**config.mk**
```make
export PLATFORM = sky130hd
export DESIGN_NAME = fetch_controller
export DESIGN_NICKNAME = d
export VERILOG_FILES = /design/src/rtl/fetch_controller.sv
export SDC_FILE = /design/constraint.sdc
export NUM_CORES = 1
export LEC_CHECK = 0
export CORE_MARGIN = 5
export CORE_UTILIZATION = 52
export CTS_CLUSTER_SIZE = 8
export DETAILED_ROUTE_END_ITERATION = 10
export PLACE_DENSITY = 0.77
export RECOVER_POWER = 25
export SYNTH_ARGS = -nofsm -noshare
export SYNTH_HDL_FRONTEND = slang
export SYNTH_SLANG_ARGS = --single-unit
```
**constraint.sdc**
```tcl
create_clock -name clk -period 3.6 [get_ports clk]
set_input_delay 1.08 -clock clk [delete_from_list [all_inputs] [get_ports clk]]
set_output_delay 1.08 -clock clk [all_outputs]
set_load 0.01 [all_outputs]
```
**src/rtl/fetch_controller.sv**
```systemverilog
// Instruction fetch front end. It issues word-addressed ROM requests,
// captures each returned word one cycle later, and presents it to decode
// through an output register backed by a one-entry skid buffer.
module fetch_controller #(
  parameter int unsigned WORD_SIZE = 32,
  parameter int unsigned MEMORY_INDEX = 32,
  parameter logic [MEMORY_INDEX-1:0] PC_INIT_VALUE = '0
) (
  input  logic                    clk,
  input  logic                    rst_n,
  input  logic                    fetch_en,
  input  logic                    redirect_valid,
  input  logic [MEMORY_INDEX-1:0] redirect_pc,
  output logic [MEMORY_INDEX-1:0] ProgramCounter,
  input  logic [WORD_SIZE-1:0]    InstructionRegister,
  output logic                    instr_valid,
  output logic [WORD_SIZE-1:0]    instr,
  output logic [MEMORY_INDEX-1:0] instr_pc,
  input  logic                    instr_ready,
  output logic                    busy
);

  typedef enum logic [1:0] {IDLE, RUN, DRAIN} fetchStateT;

  localparam logic [MEMORY_INDEX-1:0] PC_STEP = 1;

  fetchStateT              state, stateNext;
  logic                    inFlight;
  logic [MEMORY_INDEX-1:0] inFlightPc;
  logic                    skidValid;
  logic [WORD_SIZE-1:0]    skidInstr;
  logic [MEMORY_INDEX-1:0] skidPc;

  logic       pop, capture, issue, roomAfterPop;
  logic [1:0] occupancy;

  // Handshake, occupancy and issue decision; redirect masks issue and capture.
  always_comb begin
    pop          = instr_valid && instr_ready;
    occupancy    = 2'(inFlight) + 2'(instr_valid) + 2'(skidValid);
    roomAfterPop = pop ? (occupancy <= 2'd2) : (occupancy <= 2'd1);
    issue        = (state == RUN) && fetch_en && !redirect_valid && roomAfterPop;
    capture      = inFlight && !redirect_valid;
    busy         = (state != IDLE);
  end

  // Next-state logic; a redirect never pulls the block out of IDLE.
  always_comb begin
    stateNext = state;
    unique case (state)
      IDLE:  if (fetch_en && !redirect_valid) stateNext = RUN;
      RUN: begin
        if (redirect_valid)  stateNext = fetch_en ? RUN : IDLE;
        else if (!fetch_en)  stateNext = inFlight ? DRAIN : IDLE;
      end
      DRAIN: if (redirect_valid || !inFlight) stateNext = IDLE;
      default: stateNext = IDLE;
    endcase
  end

  // State register.
  always_ff @(posedge clk or negedge rst_n) begin
    if (!rst_n) state <= IDLE;
    else        state <= stateNext;
  end

  // PC and in-flight tracking; a redirect drops the pending word.
  always_ff @(posedge clk or negedge rst_n) begin
    if (!rst_n) begin
      ProgramCounter <= PC_INIT_VALUE;
      inFlight       <= 1'b0;
      inFlightPc     <= '0;
    end else if (redirect_valid) begin
      ProgramCounter <= redirect_pc;
      inFlight       <= 1'b0;
    end else begin
      inFlight <= issue;
      if (issue) begin
        ProgramCounter <= ProgramCounter + PC_STEP;
        inFlightPc     <= ProgramCounter;
      end
    end
  end

  // Output register plus skid entry, kept in FIFO order; redirect flushes both.
  always_ff @(posedge clk or negedge rst_n) begin
    if (!rst_n) begin
      instr_valid <= 1'b0;
      instr       <= '0;
      instr_pc    <= '0;
      skidValid   <= 1'b0;
      skidInstr   <= '0;
      skidPc      <= '0;
    end else if (redirect_valid) begin
      instr_valid <= 1'b0;
      skidValid   <= 1'b0;
    end else if (pop) begin
      if (skidValid) begin
        instr     <= skidInstr;
        instr_pc  <= skidPc;
        skidValid <= capture;
        if (capture) begin
          skidInstr <= InstructionRegister;
          skidPc    <= inFlightPc;
        end
      end else begin
        instr_valid <= capture;
        if (capture) begin
          instr    <= InstructionRegister;
          instr_pc <= inFlightPc;
        end
      end
    end else if (capture) begin
      if (!instr_valid) begin
        instr_valid <= 1'b1;
        instr       <= InstructionRegister;
        instr_pc    <= inFlightPc;
      end else begin
        skidValid <= 1'b1;
        skidInstr <= InstructionRegister;
        skidPc    <= inFlightPc;
      end
    end
  end

  // The issue rule must keep a stalled, full pipe from ever receiving a third word.
  assert property (@(posedge clk) disable iff (!rst_n)
    !(capture && instr_valid && !instr_ready && skidValid));

endmodule

```
==> impl_summary.txt <==
----------------------------------------------------
[Status]
  Run status ... finished with violations
  Violations in the final reports ... max-capacitance violations, max-slew violations

[Placed design]
  Cells after DPL ... approximately 1,100
  Global placement routability congestion ... roughly 0.80
  Worst slack at placement ... roughly 0.14 ns
  Post-DP HPWL ... 13,600 µm
  Port Buffers ... 166

[Yosys]
  Post-synthesis net count ... 793
  Number of flip-flops and latches in the synthesized netlist ... a little under 200
  Area share of the largest cell type after synthesis ... 0.577
  Instance count of the mapped netlist ... a little over 700
  Average footprint of a synthesized cell ... approximately 12 µm²
  Warning count from the yosys run ... 0
  Post-synthesis cell type count ... 41
  Top post-synthesis cells by area ... sky130_fd_sc_hd__dfrtp_1 (58%), sky130_fd_sc_hd__mux2_2 (13%), sky130_fd_sc_hd__mux2i_1 (7.7%)
  Cell taking the most area after synthesis ... sky130_fd_sc_hd__dfrtp_1
  Area of the mapped netlist ... 8540 µm²
  Sequential cell area fraction in the yosys report ... 0.577

[Finish]
  Most frequent standard cell in the layout excluding fill and tap cells ... sky130_fd_sc_hd__dfrtp_1
  Antenna diodes ... 0
  Area grow syn2layout ... 29.1%
  Fraction of final layout cells with drive strength greater than 1 ... 0.170
  Non-filler cells in the finished layout ... between 1,000 and 1,500
  Fill cell count ... between 1,000 and 1,500
  Seq. cell area ... around 4900 µm²
  Area of combinational cells with multiple inputs ... 3440 µm²
  Net count, final ... 945
  Most used cells in the layout excluding fill and tap cells ... sky130_fd_sc_hd__dfrtp_1 (197), sky130_fd_sc_hd__clkdlybuf4s50_1 (164), sky130_fd_sc_hd__mux2_2 (99)

[Setup path]
  Class of the most critical setup path ... in -> reg
  Register-to-Register Setup Slack ... about 0.62 ns
  Master of the slowest instance on the critical path ... sky130_fd_sc_hd__or4_1
  Capture point of the worst reg-to-reg path ... ProgramCounter[28]
  Element type at the critical path end ... register
  Crit path max-delay family ... simple AND/OR/NAND/NOR gates
  Depth of the most critical reg-to-reg path ... 7
  Cell breakdown of the critical path ... clkdlybuf4s50_1, nand3b_4, or3_4, or4_1, or3_1, a31oi_1
  Count of buffering cells on the critical path with inverters included ... 1
  Largest incremental delay on the critical path ... just over 0.6 ns
  CP startpoint kind ... primary input
  Worst reg2reg startpoint ... instr_valid
  Worst path required time ... between 3 and 4 ns
  Maximum fanout along the worst path ... 8
  Data arrival time at the worst-slack endpoint ... between 3 and 4 ns

[Power]
  Pwr dens ... ~540 nW/µm²
  Leakage power of the design ... 5.21 nW
  Highest ir drop seen on vdd ... 0.000319 V
  Total power draw ... about 6 mW

[CTS]
  Buffer type at the clock tree root ... sky130_fd_sc_hd__clkbuf_16
  Cts repair resizes ... 0
  TritonCTS clock tree ... done
  Insertion delay to the later sink of the worst-skew pair ... around 0.42 ns
  Cts bufs inserted ... 17
  CTS Sinks ... ~200
  Clock-pin slew on the worst setup and hold paths ... 0.07 ns
  Post-CTS Repair Setup Buffers ... 0
  Worst-case clock buffer depth ... 2
  Hold buffer count at CTS ... 0
  Number of levels the H-tree was split into ... 4

[STA]
  TNS Setup ... 0 ns
  Min Hold Slack ... slightly above 0.5 ns
  Tightest Pin Transition ... between 1.5 and 2 ns
  Number of hold-slack violations in the final timing report ... 0
  Unrepaired setup endpoints after global routing ... no
  Minimum clock period after layout ... approximately 3.1 ns
  Worst clock skew ... roughly 0.0091 ns
  Fmax ... ~330 MHz
  Worst slew slack as a fraction of its limit ... -0.269
  Fin worst setup slack ... 0.548 ns
  Number of failing setup endpoints in the final timing report ... 0
  Final Cycle Share ... 0.848
  Number of pins exceeding their max-slew limit in the final report ... 72

[Route]
  Pre-Repair DR Iteration Count ... 4
  Drt first-iter violations ... 325
  Post-detailed-route DRC marker count ... 0
  Total via count after detailed routing ... slightly above 6,000
  Total wirelength of the detailed-routed design ... 20,100 µm
  Remaining number of nets flagged by the antenna check after routing ... 0
  Wire length per cell ... about 18 µm
  Ratio of routed vias to standard cells ... ~5.5

[Floorplanning]
  Area of the placeable core ... around 16,000 µm²
  Die Span X ... about 140 µm
  Top-level I/O count ... about 170
  Die ar. ... 19,100 µm²
  Starting density of the core ... 0.534
  Site row count ... 46
  Height of the die ... between 100 and 150 µm

[Global route]
  Overall global routing resource usage ... 0.213
  Remaining global-route overflow ... 0
  Maximum number of pins on one net before global-route repair ... between 100 and 150
  Global-route wire length before repair ... 33,400 µm
  Vias in the first global route ... 6,420
  Number of antenna violations at the first check in global routing ... 1

[Worst hold path]
  Type of the most critical hold path ... reg -> reg
  Min-Delay Startpoint ... skidPc[30]
  Worst hold path endpoint ... skidPc[30]
  Hold depth ... 1

[Run]
  Count of max-cap constraint violations ... 1

----------------------------------------------------
-- worst reg2reg max path: cells and delay by family, from the launching register on --
kind                       cells  cell delay (ns)
DFF                            1             0.52
AOI/OAI and AO/OA              3             0.63
buffers and inverters          1             0.15
adders and majority gates      1             0.56
and+or+nand+nor                2             1.00
-- area by class of cell --
cell class	instances	share of cell area
clock buffers	19	0.0402
flip-flops and latches	197	0.447
inverters	9	0.00306
well taps	216	0.0245
repair buffers	177	0.162
multi-input cells	472	0.312
clock inverters	12	0.0116
-- cell families (layout without fill, tap and decap cells) --
group / Yosys count / in the layout / share of synthesized area
flip-flops: 197 / 197 / 0.577
multiplexers: 165 / 165 / 0.208
XOR/XNOR: 24 / 24 / 0.0246
buffers and inverters: 53 / 217 / 0.0248
AO/OA/AOI/OAI: 107 / 107 / 0.0661
AND/OR/NAND/NOR: 174 / 174 / 0.0955
adder cells (fa/ha/maj): 2 / 2 / 0.00381
-- synth_stat cells, drive strengths merged --
| cell | count |
|---|---|
| a21boi | 1 |
| a21oi | 66 |
| a221oi | 1 |
| a31o | 1 |
| a31oi | 5 |
| a32oi | 1 |
| and2 | 1 |
| and3 | 6 |
| and3b | 1 |
| and4 | 3 |
| buf | 12 |
| clkbuf | 32 |
| dfrtp | 197 |
| fa | 1 |
| ha | 1 |
| inv | 9 |
| mux2 | 99 |
| mux2i | 66 |
| nand2 | 39 |
| nand2b | 1 |
| nand3 | 11 |
| nand3b | 2 |
| nand4 | 6 |
| nor2 | 75 |
| nor2b | 1 |
| nor3 | 7 |
| nor3b | 1 |
| nor4 | 9 |
| nor4b | 1 |
| o211a | 1 |
| o21ai | 30 |
| o31a | 1 |
| or2 | 2 |
| or3 | 7 |
| or4 | 1 |
| xnor2 | 17 |
| xor2 | 7 |
-- where the power goes --
| group | switching (mW) | internal (mW) |
|---|---|---|
| clock | 0.807 | 1.04 |
| combinational | 0.530 | 0.746 |
| sequential | 0.268 | 2.58 |
| total | 1.60 | 4.36 |
-- registers in the layout (all words and copies together) (netlist names) --
register / flops
state: 2
ProgramCounter: 32
instr_pc: 32
inFlightPc: 32
instr_valid: 1
skidPc: 32
skidInstr: 32
inFlight: 1
skidValid: 1
instr: 32
-- worst max path at each step --
stage,startpoint,end,slack (ns),depth (start not counted)
2_1_floorplan,fetch_en,ProgramCounter[29],0.78,7
3_3_place_gp,fetch_en,ProgramCounter[29],0.21,6
3_5_place_dp,fetch_en,ProgramCounter[29],0.14,6
4_1_cts,fetch_en,ProgramCounter[29],0.59,6
5_1_grt,instr_valid,ProgramCounter[28],0.37,7
6_report,fetch_en,ProgramCounter[25],0.55,6
-- layer usage --
| metal | vias up | part of all wire | GRT usage | routed length (µm) |
|---|---|---|---|---|
| met5 | - | 0.00060 | 0 | 12 |
| met4 | 2 | 0.019 | 0.0738 | 380 |
| met3 | 32 | 0.054 | 0.0524 | 1080 |
| met2 | 179 | 0.49 | 0.345 | 9770 |
| met1 | 3046 | 0.44 | 0.282 | 8870 |
| li1 | 2831 | - | - | - |
-- per-stage QoR --
stage          cell area, µm²  utilization
3_3_place_gp            10500        0.654
6_report                11000        0.689
4_1_cts                 11000        0.690
3_5_place_dp            10500        0.654
2_1_floorplan            8540            -
5_1_grt                 11000        0.689
(Power assumes the default switching activity.)
